File: src/rtl/byte_striping_if.sv
// Byte-stream and two-lane striped bus for the transmit-side striper.
// The master drives the input stream; the slave (the striper) drives the lanes and f_phase.
interface byte_striping_if #(
    parameter int BUS_WIDTH = 8
);
    logic [BUS_WIDTH-1:0] data_in;
    logic                 valid_in;
    logic [BUS_WIDTH-1:0] data_stripe_0;
    logic                 valid_stripe_0;
    logic [BUS_WIDTH-1:0] data_stripe_1;
    logic                 valid_stripe_1;
    logic                 f_phase;

    modport master (
        output data_in, valid_in,
        input  data_stripe_0, valid_stripe_0, data_stripe_1, valid_stripe_1, f_phase
    );

    modport slave (
        input  data_in, valid_in,
        output data_stripe_0, valid_stripe_0, data_stripe_1, valid_stripe_1, f_phase
    );
endinterface

File: src/rtl/byte_striping.sv
// Transmit byte striper: 2f-rate byte stream alternated onto two lanes that update once per f period.
// The f-rate window is generated locally from a phase toggle, so everything runs on clk_2f.
module byte_striping #(
    parameter int BUS_WIDTH = 8
) (
    input logic            clk_2f,
    input logic            rst,
    byte_striping_if.slave bus
);
    logic                 f_phase;
    logic                 sel;
    logic [BUS_WIDTH-1:0] hold_0;
    logic [BUS_WIDTH-1:0] hold_1;
    logic                 hv_0;
    logic                 hv_1;
    logic [BUS_WIDTH-1:0] stripe_0;
    logic [BUS_WIDTH-1:0] stripe_1;
    logic                 stripe_v_0;
    logic                 stripe_v_1;

    logic                 take_0;
    logic                 take_1;
    logic                 eff_v_0;
    logic                 eff_v_1;
    logic [BUS_WIDTH-1:0] eff_d_0;
    logic [BUS_WIDTH-1:0] eff_d_1;

    // A byte arriving in the closing phase-1 cycle bypasses the holding stage.
    always_comb begin
        take_0  = bus.valid_in && !sel;
        take_1  = bus.valid_in && sel;
        eff_v_0 = take_0 || hv_0;
        eff_v_1 = take_1 || hv_1;
        eff_d_0 = take_0 ? bus.data_in : hold_0;
        eff_d_1 = take_1 ? bus.data_in : hold_1;
    end

    always_ff @(posedge clk_2f or posedge rst) begin
        if (rst) begin
            f_phase    <= 1'b0;
            sel        <= 1'b0;
            hold_0     <= '0;
            hold_1     <= '0;
            hv_0       <= 1'b0;
            hv_1       <= 1'b0;
            stripe_0   <= '0;
            stripe_1   <= '0;
            stripe_v_0 <= 1'b0;
            stripe_v_1 <= 1'b0;
        end else begin
            f_phase <= ~f_phase;
            if (bus.valid_in) begin
                sel <= ~sel;
            end
            if (f_phase) begin
                stripe_v_0 <= eff_v_0;
                stripe_v_1 <= eff_v_1;
                stripe_0   <= eff_v_0 ? eff_d_0 : '0;
                stripe_1   <= eff_v_1 ? eff_d_1 : '0;
                hv_0       <= 1'b0;
                hv_1       <= 1'b0;
            end else if (bus.valid_in) begin
                if (sel) begin
                    hold_1 <= bus.data_in;
                    hv_1   <= 1'b1;
                end else begin
                    hold_0 <= bus.data_in;
                    hv_0   <= 1'b1;
                end
            end
        end
    end

    assign bus.f_phase        = f_phase;
    assign bus.data_stripe_0  = stripe_0;
    assign bus.valid_stripe_0 = stripe_v_0;
    assign bus.data_stripe_1  = stripe_1;
    assign bus.valid_stripe_1 = stripe_v_1;
endmodule

File: src/flat_wrapper.sv
// flat-port wrapper written by rule: the top's interface ports become plain ports
module byte_striping_flat 
#(
    parameter int BUS_WIDTH = 8
)
  (clk_2f, rst, bus_data_in, bus_valid_in, bus_data_stripe_0, bus_valid_stripe_0, bus_data_stripe_1, bus_valid_stripe_1, bus_f_phase);
  byte_striping_if #(.BUS_WIDTH(BUS_WIDTH)) bus_i ();
  input logic clk_2f;
  input logic rst;
  input wire logic [$bits(bus_i.data_in)-1:0] bus_data_in;
  input wire logic [$bits(bus_i.valid_in)-1:0] bus_valid_in;
  output wire logic [$bits(bus_i.data_stripe_0)-1:0] bus_data_stripe_0;
  output wire logic [$bits(bus_i.valid_stripe_0)-1:0] bus_valid_stripe_0;
  output wire logic [$bits(bus_i.data_stripe_1)-1:0] bus_data_stripe_1;
  output wire logic [$bits(bus_i.valid_stripe_1)-1:0] bus_valid_stripe_1;
  output wire logic [$bits(bus_i.f_phase)-1:0] bus_f_phase;
  assign bus_i.data_in = bus_data_in;
  assign bus_i.valid_in = bus_valid_in;
  assign bus_data_stripe_0 = bus_i.data_stripe_0;
  assign bus_valid_stripe_0 = bus_i.valid_stripe_0;
  assign bus_data_stripe_1 = bus_i.data_stripe_1;
  assign bus_valid_stripe_1 = bus_i.valid_stripe_1;
  assign bus_f_phase = bus_i.f_phase;
  byte_striping #(.BUS_WIDTH(BUS_WIDTH)) u_core (.clk_2f(clk_2f), .rst(rst), .bus(bus_i));
endmodule
File: config.mk
export PLATFORM = sky130hd
export DESIGN_NAME = byte_striping_flat
export DESIGN_NICKNAME = d
export VERILOG_FILES = /design/src/rtl/byte_striping_if.sv /design/src/rtl/byte_striping.sv /design/src/flat_wrapper.sv
export SDC_FILE = /design/constraint.sdc
export NUM_CORES = 1
export LEC_CHECK = 0
export ABC_AREA = 1
export CORE_ASPECT_RATIO = 0.75
export CORE_MARGIN = 5
export CORE_UTILIZATION = 55
export DETAILED_ROUTE_END_ITERATION = 8
export GPL_TIMING_DRIVEN = 0
export PLACE_DENSITY = 0.83
export SYNTH_ARGS = -nofsm -noshare
export SYNTH_HDL_FRONTEND = slang
export SYNTH_SLANG_ARGS = --single-unit
File: constraint.sdc
create_clock -name clk_2f -period 2.23 [get_ports clk_2f]
set_input_delay 0.669 -clock clk_2f [delete_from_list [all_inputs] [get_ports clk_2f]]
set_output_delay 0.669 -clock clk_2f [all_outputs]
set_load 0.01 [all_outputs]
# Word level (Yosys, flattened, before mapping)
# Cells that the tools add are included.
totals:
  ff_bits: 38
  inputBits: 11
  output_inout_bits: 19
  elab_cells: 34
op_classes:
  eq_ne: 1
  n_mux: 10
  n_bitwise: 2
  n_reduce_logical: 11
op_table:
  columns: ["operator", "count"]
  rows:
  - ["8-bit two-way mux", 4]
  - ["1-bit two-way mux", 6]
  - ["3-bit AND reduction", 2]
  - ["2-bit AND reduction", 2]
  - ["2-bit nonzero test", 2]
  - ["1-bit logical AND", 2]
  - ["1-bit logical OR", 2]
  - ["2-bit by 1-bit != test with 1-bit output, second input constant", 1]
  - ["1-bit NOT", 2]
  - ["1-bit logical NOT", 1]

# Longest topological paths before layout
# Gate-level depths: netlist of run 1.
depth:
  word_depth: 4
  depth_mapped: 6
  ltp_nobuf: 6

# Worst setup path before layout of run 1
# Ideal clock, no wire load.
synth_timing:
  path_kind: "input-to-reg"
  startpoint: "in bus_valid_in"
  endpoint: "reg u_core.stripe_0[0] (netlist: u_core.bus.data_stripe_0[0])"
  setup_ps: 66
  arrival_time_ps: 1272
  required_ps: 2164
  slack_ps: 893
  stages: 5
  n_path_buf: 1
  cell_sequence: "buf_4 -> nand2_2 -> a21oi_4 -> nand2_1 -> nand2_1"
synth_between:
  elab_chain_len: 3
  word_cells_on_any_way: 4
  classes_between: "mux (2); reduce/logical (2)"
synth_rtl:
  columns: ["element", "line", "rtl"]
  rows:
  - ["start: declaration", "flat_wrapper.sv:11", "input wire logic [$bits(bus_i.valid_in)-1:0] bus_valid_in;"]
  - ["1-bit logical AND *", "byte_striping.sv:30", "take_0 = bus.valid_in && !sel;"]
  - ["8-bit two-way mux or 1-bit logical OR (tied branches)", "byte_striping.sv:34, byte_striping.sv:32", null]
  - ["8-bit two-way mux *", "byte_striping.sv:58", "stripe_0 <= eff_v_0 ? eff_d_0 : '0;"]
  - ["end signal: assignment", "byte_striping.sv:58", null]
  - ["end: declaration", "byte_striping.sv:16", "logic [BUS_WIDTH-1:0] stripe_0;"]
# Mark *: on every way between the ends. The rest lies on a longest branch, timed or not.
# A chain may end at the register's enable or synchronous reset.

# Worst setup path in the final report of run 1
layout_timing:
  startpoint: "reg u_core.f_phase (netlist: u_core.bus.f_phase)"
  endpoint: "out bus_f_phase"
layout_lines:
  columns: ["element", "line", "rtl"]
  rows:
  - ["start: declaration", "byte_striping.sv:10", "logic f_phase;"]
  - ["start signal: assignment", "byte_striping.sv:51", "f_phase <= ~f_phase;"]
  - ["end: declaration", "flat_wrapper.sv:16", "output wire logic [$bits(bus_i.f_phase)-1:0] bus_f_phase;"]
# No word-level cell between the ends.

==> results of run 1 <==
[power groups by stage]
stage          logic [µW]  clock network [µW]  registers [µW]
2_1_floorplan         421                   0            1170
3_3_place_gp          834                   0            1120
3_5_place_dp          862                   0            1140
4_1_cts               870                 439            1130
5_1_grt               960                 470            1160
6_report              859                 429            1130
[Yosys cell counts]
cell type / number / area, µm²
a21oi_1: 2 / 10.0
nand3_1: 10 / 50.1
nand2_1: 92 / 345
xor2_1: 1 / 8.76
dfrtp_1: 38 / 951
buf_4: 1 / 7.51
buf_6: 1 / 11.3
a21oi_2: 1 / 8.76
inv_2: 2 / 7.51
o21ai_0: 24 / 120
inv_1: 13 / 48.8
nand2_2: 2 / 12.5
a21oi_4: 1 / 16.3
clkbuf_1: 4 / 15.0
[flip-flops by register name (all words and copies together) (netlist names)]
name                       cells
u_core.hold_1                  8
u_core.hv_1                    1
u_core.bus.valid_stripe_0      1
u_core.bus.f_phase             1
u_core.bus.data_stripe_0       8
u_core.sel                     1
u_core.bus.data_stripe_1       8
u_core.hv_0                    1
u_core.hold_0                  8
u_core.bus.valid_stripe_1      1
[layer usage]
| metal | vias up | GRT usage |
|---|---|---|
| met5 | - | 0 |
| met4 | 0 | 0.0895 |
| met3 | 9 | 0.0501 |
| met2 | 46 | 0.294 |
| met1 | 640 | 0.253 |
| li1 | 668 | - |
[worst paths after layout]
path | from | endpoint | slack, ps
worst min register to register | u_core.bus.data_stripe_0[5]$_DFFE_PP0P_ | u_core.bus.data_stripe_0[5]$_DFFE_PP0P_ | 480
worst min-delay path | u_core.bus.data_stripe_0[5]$_DFFE_PP0P_ | u_core.bus.data_stripe_0[5]$_DFFE_PP0P_ | 480
worst max register to register | u_core.sel$_DFFE_PP0P_ | u_core.hold_0[2]$_DFFE_PP0P_ | 770
worst max-delay path | u_core.bus.f_phase$_DFF_PP0_ | bus_f_phase | 310
min in group asynchronous | rst | u_core.bus.data_stripe_0[7]$_DFFE_PP0P_ | 850
max in group asynchronous | rst | u_core.hold_1[5]$_DFFE_PP0P_ | 900
[cell type report]
class                           instances  area (µm²)  area share
Buffer                                  6        33.8      0.0167
Timing Repair Buffer                   29         290       0.143
Tap cell                               38        47.5      0.0235
Sequential cell                        38         951       0.469
Inverter                               15        56.3      0.0278
Multi-Input combinational cell        133         572       0.282
Clock buffer                            7        76.3      0.0377
[cells in the final DEF (no fill, tap or decap)]
master and count:
nand2_1 92, dfrtp_1 38, clkdlybuf4s50_1 29, o21ai_0 24, inv_1 12, nand3_1 10, clkbuf_1 6, clkbuf_8 5
inv_2 3, nand2_2 2, a21oi_1 2, buf_4 1, a21oi_4 1, a21oi_2 1, buf_6 1, xor2_1 1
[metrics by stage]
stage / setup TNS (ps) / setup WS, ps / hold slack, ps
after floorplan: 0 / 700 / 453
after global placement: -3830 / -103 / 461
after detailed placement: 0 / 129 / 466
after CTS: 0 / 300 / 484
after global routing: 0 / 261 / 504
final: 0 / 310 / 479
[cell families (layout without fill, tap and decap cells)]
family | after synthesis | after routing | synth area share
simple gates | 104 | 104 | 0.253
flops | 38 | 38 | 0.590
compound gates | 28 | 28 | 0.0962
buf+inv | 21 | 57 | 0.0559
xor+xnor | 1 | 1 | 0.00543
[worst min-delay path, delay by kind of cell, from the launching register on]
family,cells,cell delay [ps]
DFF,1,340
and+or+nand+nor,2,100
==> summary.txt, run 1 <==
Detail Route Antenna Nets: 0
# diodes: 0
Rel. slew slack: 0.490
CP Capture Type: output pin
Crit path DAT: 1250 ps
PortBufs: 29
Routability cong.: 0.791
Vias in the first global route: 1295
CP delay by family, top: buffers and inverters
WL final: 3560 µm
Initial antenna violation count: 0
CTS tree: built
Final worst path period need: 1920 ps
Met3 routed WL: 295 µm
Avg Inst Size Synth: 8.40 µm²
Nets: 239
Cts repair resizes: 0
Die ar.: 4130 µm²
Dpl hpwl: 2500 µm
Period utilization: 0.861
Clock share of power: 0.177
Worst R2R Path Depth: 4
TritonCTS Sinks: 38
RSZ-0062 raised after global routing: no
Total number of vias: 1363
Placed Area: 1950 µm²
Syn Nets: 203
Iter 0 DRT Violations: 145
Setup Skew: 3.20 ps
Upper clock frequency limit: 521 MHz
Gate power share: 0.355
Clock Tree Buf Depth: 2
Starting density of the core: 0.562
Buffers and inverters on the worst path: 1
Switching Share: 0.342
Worst-Margin Slew: 764 ps
# hold bufs at CTS: 0
Sequential share of the synthesized area: 0.590
Rows: 17
Highest Signal Layer: met4
Die X-Extent: 72.5 µm
Register share of total power: 0.468
Placed Cells: 259
Leak: 0.00104 µW
DRT Pass-1 Iters: 6
WL per Instance: 13.4 µm
Flip-flop and latch count after synthesis: 38
Switching pwr: 827 µW
Hold depth: 2
Design Area, Final: 2030 µm²
Via density: 5.12
Max_cap viols: 0
Post-layout util: 0.706
Met2 wire len: 1690 µm
Core Area: 2870 µm²
Share of cells above drive strength 1: 0.0614
CTS clk-pin slew, worst paths: 70 ps
Critical-path top delay cell: clkdlybuf4s50_1
Filler cell count: 231
Final max-slew violation count: 0
Synth warn: 0
Power Total: 2420 µW
Synthesized instance count: 192
Total grt overflow: 0
Total GRT Usage: 0.192
Largest stage delay, worst path: 560 ps
Post-synthesis cell area: 1610 µm²
Final setup viols: 0
Critical path depth in cells: 1
Total CTS buffers: 5
Die Height: 56.9 µm
Max VDD drop: 0.000609 V
PD cells: 1190 nW/µm²
Setup Buffers After CTS: 0
Cell internal pwr: 1590 µW
Worst min path class: flip-flop to flip-flop
CP Class: flip-flop to output pin
Critical Path, Cell by Cell: clkdlybuf4s50_1
Yosys cell types: 14
Area Growth Syn to Fin: 25.7%
Number of remaining DRC errors: 0
Status: finished clean
Largest net degree at the start of global routing: 39
Final hold vios: 0
I/O Pins: 30
WP data required: 1560 ps
Clk_lat worst skew: 280 ps
# H-tree levels: 2
M1 wire length: 1480 µm
Root Buffer: clkbuf_8
First-pass GRT wire length: 5980 µm
Final Non-Filler Cells: 266
Worst setup SP type: flip-flop
CP Max Fanout: 4
(Power assumes the default switching activity.)
==> run 2, diff against run 1 <==
--- a/config.mk
+++ b/config.mk
@@ -6,7 +6,7 @@
 export NUM_CORES = 1
 export LEC_CHECK = 0
 export ABC_AREA = 1
-export CORE_ASPECT_RATIO = 0.75
+export CORE_ASPECT_RATIO = 0.6
 export CORE_MARGIN = 5
 export CORE_UTILIZATION = 55
 export DETAILED_ROUTE_END_ITERATION = 8
==> constraint.sdc (replaced) <==
create_clock -name clk_2f -period 2.5 [get_ports clk_2f]
set_input_delay 0.75 -clock clk_2f [delete_from_list [all_inputs] [get_ports clk_2f]]
set_output_delay 0.75 -clock clk_2f [all_outputs]
set_load 0.01 [all_outputs]
==> run 2 against run 1 <==
Compared with the run above: cell count up 1.9%; sequential share of layout area shrank 0.85 points; count of clock-buffer cells in the layout shrank 2; flip-flop and latch count is the same; cell area rose by 1.9%; clock power rose by 20%; power down 5.4%; worst setup slack improved by 150 ps; critical path depth did not move; largest cell class unchanged; register-to-register slack gained 340 ps; worst hold slack barely moved.
==> summary.txt, run 2 (synthesized netlist as in run 1, its figures left out) <==
WP data required: 1750 ps (was 1560 ps)
Switching pwr: 767 µW (was 827 µW)
R2R setup slack: 1110 ps (was 770 ps)
Critical Path, Cell by Cell: clkdlybuf4s50_1 (unchanged)
Hold Path Sink: u_core.bus.data_stripe_0[0]$_DFFE_PP0P_ (was u_core.bus.data_stripe_0[5]$_DFFE_PP0P_)
Total CTS buffers: 5 (unchanged)
Final setup viols: 0 (unchanged)
Power Total: 2290 µW (was 2420 µW)
Post-layout util: 0.728 (was 0.706)
Worst min path class: flip-flop to flip-flop (unchanged)
Max_cap viols: 0 (unchanged)
CTS clk-pin slew, worst paths: 70 ps (about the same)
CP Class: flip-flop to output pin (unchanged)
Clock share of power: 0.224 (was 0.177)
I/O Pins: 30 (unchanged)
Vias in the first global route: 1315 (was 1295)
Gate power share: 0.336 (was 0.355)
Worst setup SP type: flip-flop (unchanged)
Register share of total power: 0.440 (was 0.468)
Final hold vios: 0 (unchanged)
Worst reg2reg path endpoint: u_core.bus.data_stripe_0[5]$_DFFE_PP0P_ (was u_core.hold_0[2]$_DFFE_PP0P_)
CP Max Fanout: 4 (unchanged)
WL per Instance: 13.5 µm (was 13.4 µm)
Die ar.: 4150 µm² (was 4130 µm²)
# diodes: 0 (unchanged)
Nets: 239 (unchanged)
Worst-Margin Slew: 770 ps (was 764 ps)
Area Growth Syn to Fin: 28.0% (was 25.7%)
Max VDD drop: 0.000548 V (was 0.000609 V)
Starting density of the core: 0.569 (was 0.562)
Most frequent cells in the layout: nand2_1, dfrtp_1, clkdlybuf4s50_1 (unchanged)
Routability cong.: 0.862 (was 0.791)
Critical-path top delay cell: clkdlybuf4s50_1 (unchanged)
Worst R2R Start: u_core.bus.f_phase$_DFF_PP0_ (was u_core.sel$_DFFE_PP0P_)
Cell internal pwr: 1520 µW (was 1590 µW)
Dpl hpwl: 2540 µm (was 2500 µm)
TritonCTS Sinks: 38 (unchanged)
Largest stage delay, worst path: 570 ps (was 560 ps)
Buffers and inverters on the worst path: 1 (unchanged)
Total GRT Usage: 0.210 (was 0.192)
RSZ-0062 raised after global routing: no (unchanged)
Switching Share: 0.335 (was 0.342)
Initial antenna violation count: 0 (unchanged)
WL final: 3660 µm (was 3560 µm)
Die X-Extent: 79.9 µm (was 72.5 µm)
Largest net degree at the start of global routing: 39 (unchanged)
Worst R2R Path Depth: 5 (was 4)
Number of remaining DRC errors: 0 (unchanged)
Setup Buffers After CTS: 0 (unchanged)
PortBufs: 29 (unchanged)
Total grt overflow: 0 (unchanged)
PD cells: 1110 nW/µm² (was 1190 nW/µm²)
CP Capture Type: output pin (unchanged)
Period utilization: 0.815
Setup Skew: 6.44 ps (was 3.20 ps)
First-pass GRT wire length: 6330 µm (was 5980 µm)
CTS tree: built (unchanged)
Cts repair resizes: 0 (unchanged)
# H-tree levels: 2 (unchanged)
Root Buffer: clkbuf_8 (unchanged)
Clock Tree Buf Depth: 2 (unchanged)
Core Area: 2830 µm² (was 2870 µm²)
Final worst path period need: 2040 ps
Iter 0 DRT Violations: 113 (was 145)
Hold path start: u_core.bus.data_stripe_0[0]$_DFFE_PP0P_ (was u_core.bus.data_stripe_0[5]$_DFFE_PP0P_)
Rows: 15 (was 17)
Crit path DAT: 1290 ps (was 1250 ps)
Hold depth: 2 (unchanged)
Final max-slew violation count: 0 (unchanged)
# hold bufs at CTS: 0 (unchanged)
Die Height: 51.9 µm (was 56.9 µm)
CP delay by family, top: buffers and inverters (unchanged)
Commonest non-fill, non-tap cell in the layout: nand2_1 (unchanged)
Rel. slew slack: 0.486 (was 0.490)
Status: finished clean (unchanged)
DRT Pass-1 Iters: 4 (was 6)
Setup TNS Final: 0 ps (unchanged)
Share of cells above drive strength 1: 0.0742 (was 0.0614)
Detail Route Antenna Nets: 0 (unchanged)
Upper clock frequency limit: 491 MHz
Clk_lat worst skew: 290 ps (was 280 ps)
Via density: 5.01 (was 5.12)
Total number of vias: 1359 (was 1363)
Leak: 0.00106 µW (was 0.00104 µW)
## run 2: cell count changes in the layout (fill, tap and decap cells not counted)
cell	before	now
clkbuf_1	6	4
clkinv_2	0	2
bufinv_16	0	1
## run 2: power by group through the flow
| stage | Sequential [µW] | Combinational (µW) | Clock, µW |
|---|---|---|---|
| after floorplan | 1040 | 376 | 0 |
| after global placement | 996 | 745 | 0 |
| after detailed placement | 1020 | 770 | 0 |
| after CTS | 1010 | 774 | 523 |
| after global routing | 1040 | 874 | 559 |
| final | 1010 | 769 | 513 |
## run 2: area by class of cell
cell class,instances,area [µm²]
Buffer,6,33.8
Clock buffer,5,68.8
Sequential cell,38,951
Multi-Input combinational cell,133,572
Fill cell,219,769
Clock inverter,3,40.0
Timing Repair Buffer,29,290
Inverter,15,56.3
Tap cell,42,52.6
## run 2: how the worst max path moves through the flow
stage / end / slack (ps) / depth (start not counted) / start
2_1_floorplan: u_core.bus.data_stripe_0[0]$_DFFE_PP0P_ / 890 / 1 / rst
3_3_place_gp: u_core.bus.data_stripe_0[1]$_DFFE_PP0P_ / 150 / 2 / rst
3_5_place_dp: u_core.bus.data_stripe_0[1]$_DFFE_PP0P_ / 70 / 2 / rst
4_1_cts: u_core.bus.data_stripe_0[1]$_DFFE_PP0P_ / 420 / 2 / rst
5_1_grt: bus_f_phase / 410 / 1 / u_core.bus.f_phase$_DFF_PP0_
6_report: bus_f_phase / 460 / 1 / u_core.bus.f_phase$_DFF_PP0_
## run 2: stage by stage
step / cells / setup WS, ps / instance area, µm² / hold slack, ps
after floorplan: 192 / 889 / 1610 / 453
after global placement: 263 / 147 / 1960 / 461
after detailed placement: 263 / 71.3 / 1960 / 464
after CTS: 271 / 418 / 2060 / 484
after global routing: 271 / 406 / 2060 / 506
final: 271 / 463 / 2060 / 478
## run 2: per-layer routing
| layer | vias up | global-route usage | wire length, µm |
|---|---|---|---|
| met1 | 631 | 0.281 | 1650 |
| met4 | 0 | 0.0871 | 65 |
| met5 | - | 0 | 0 |
| li1 | 669 | - | - |
| met3 | 9 | 0.0813 | 313 |
| met2 | 50 | 0.305 | 1630 |
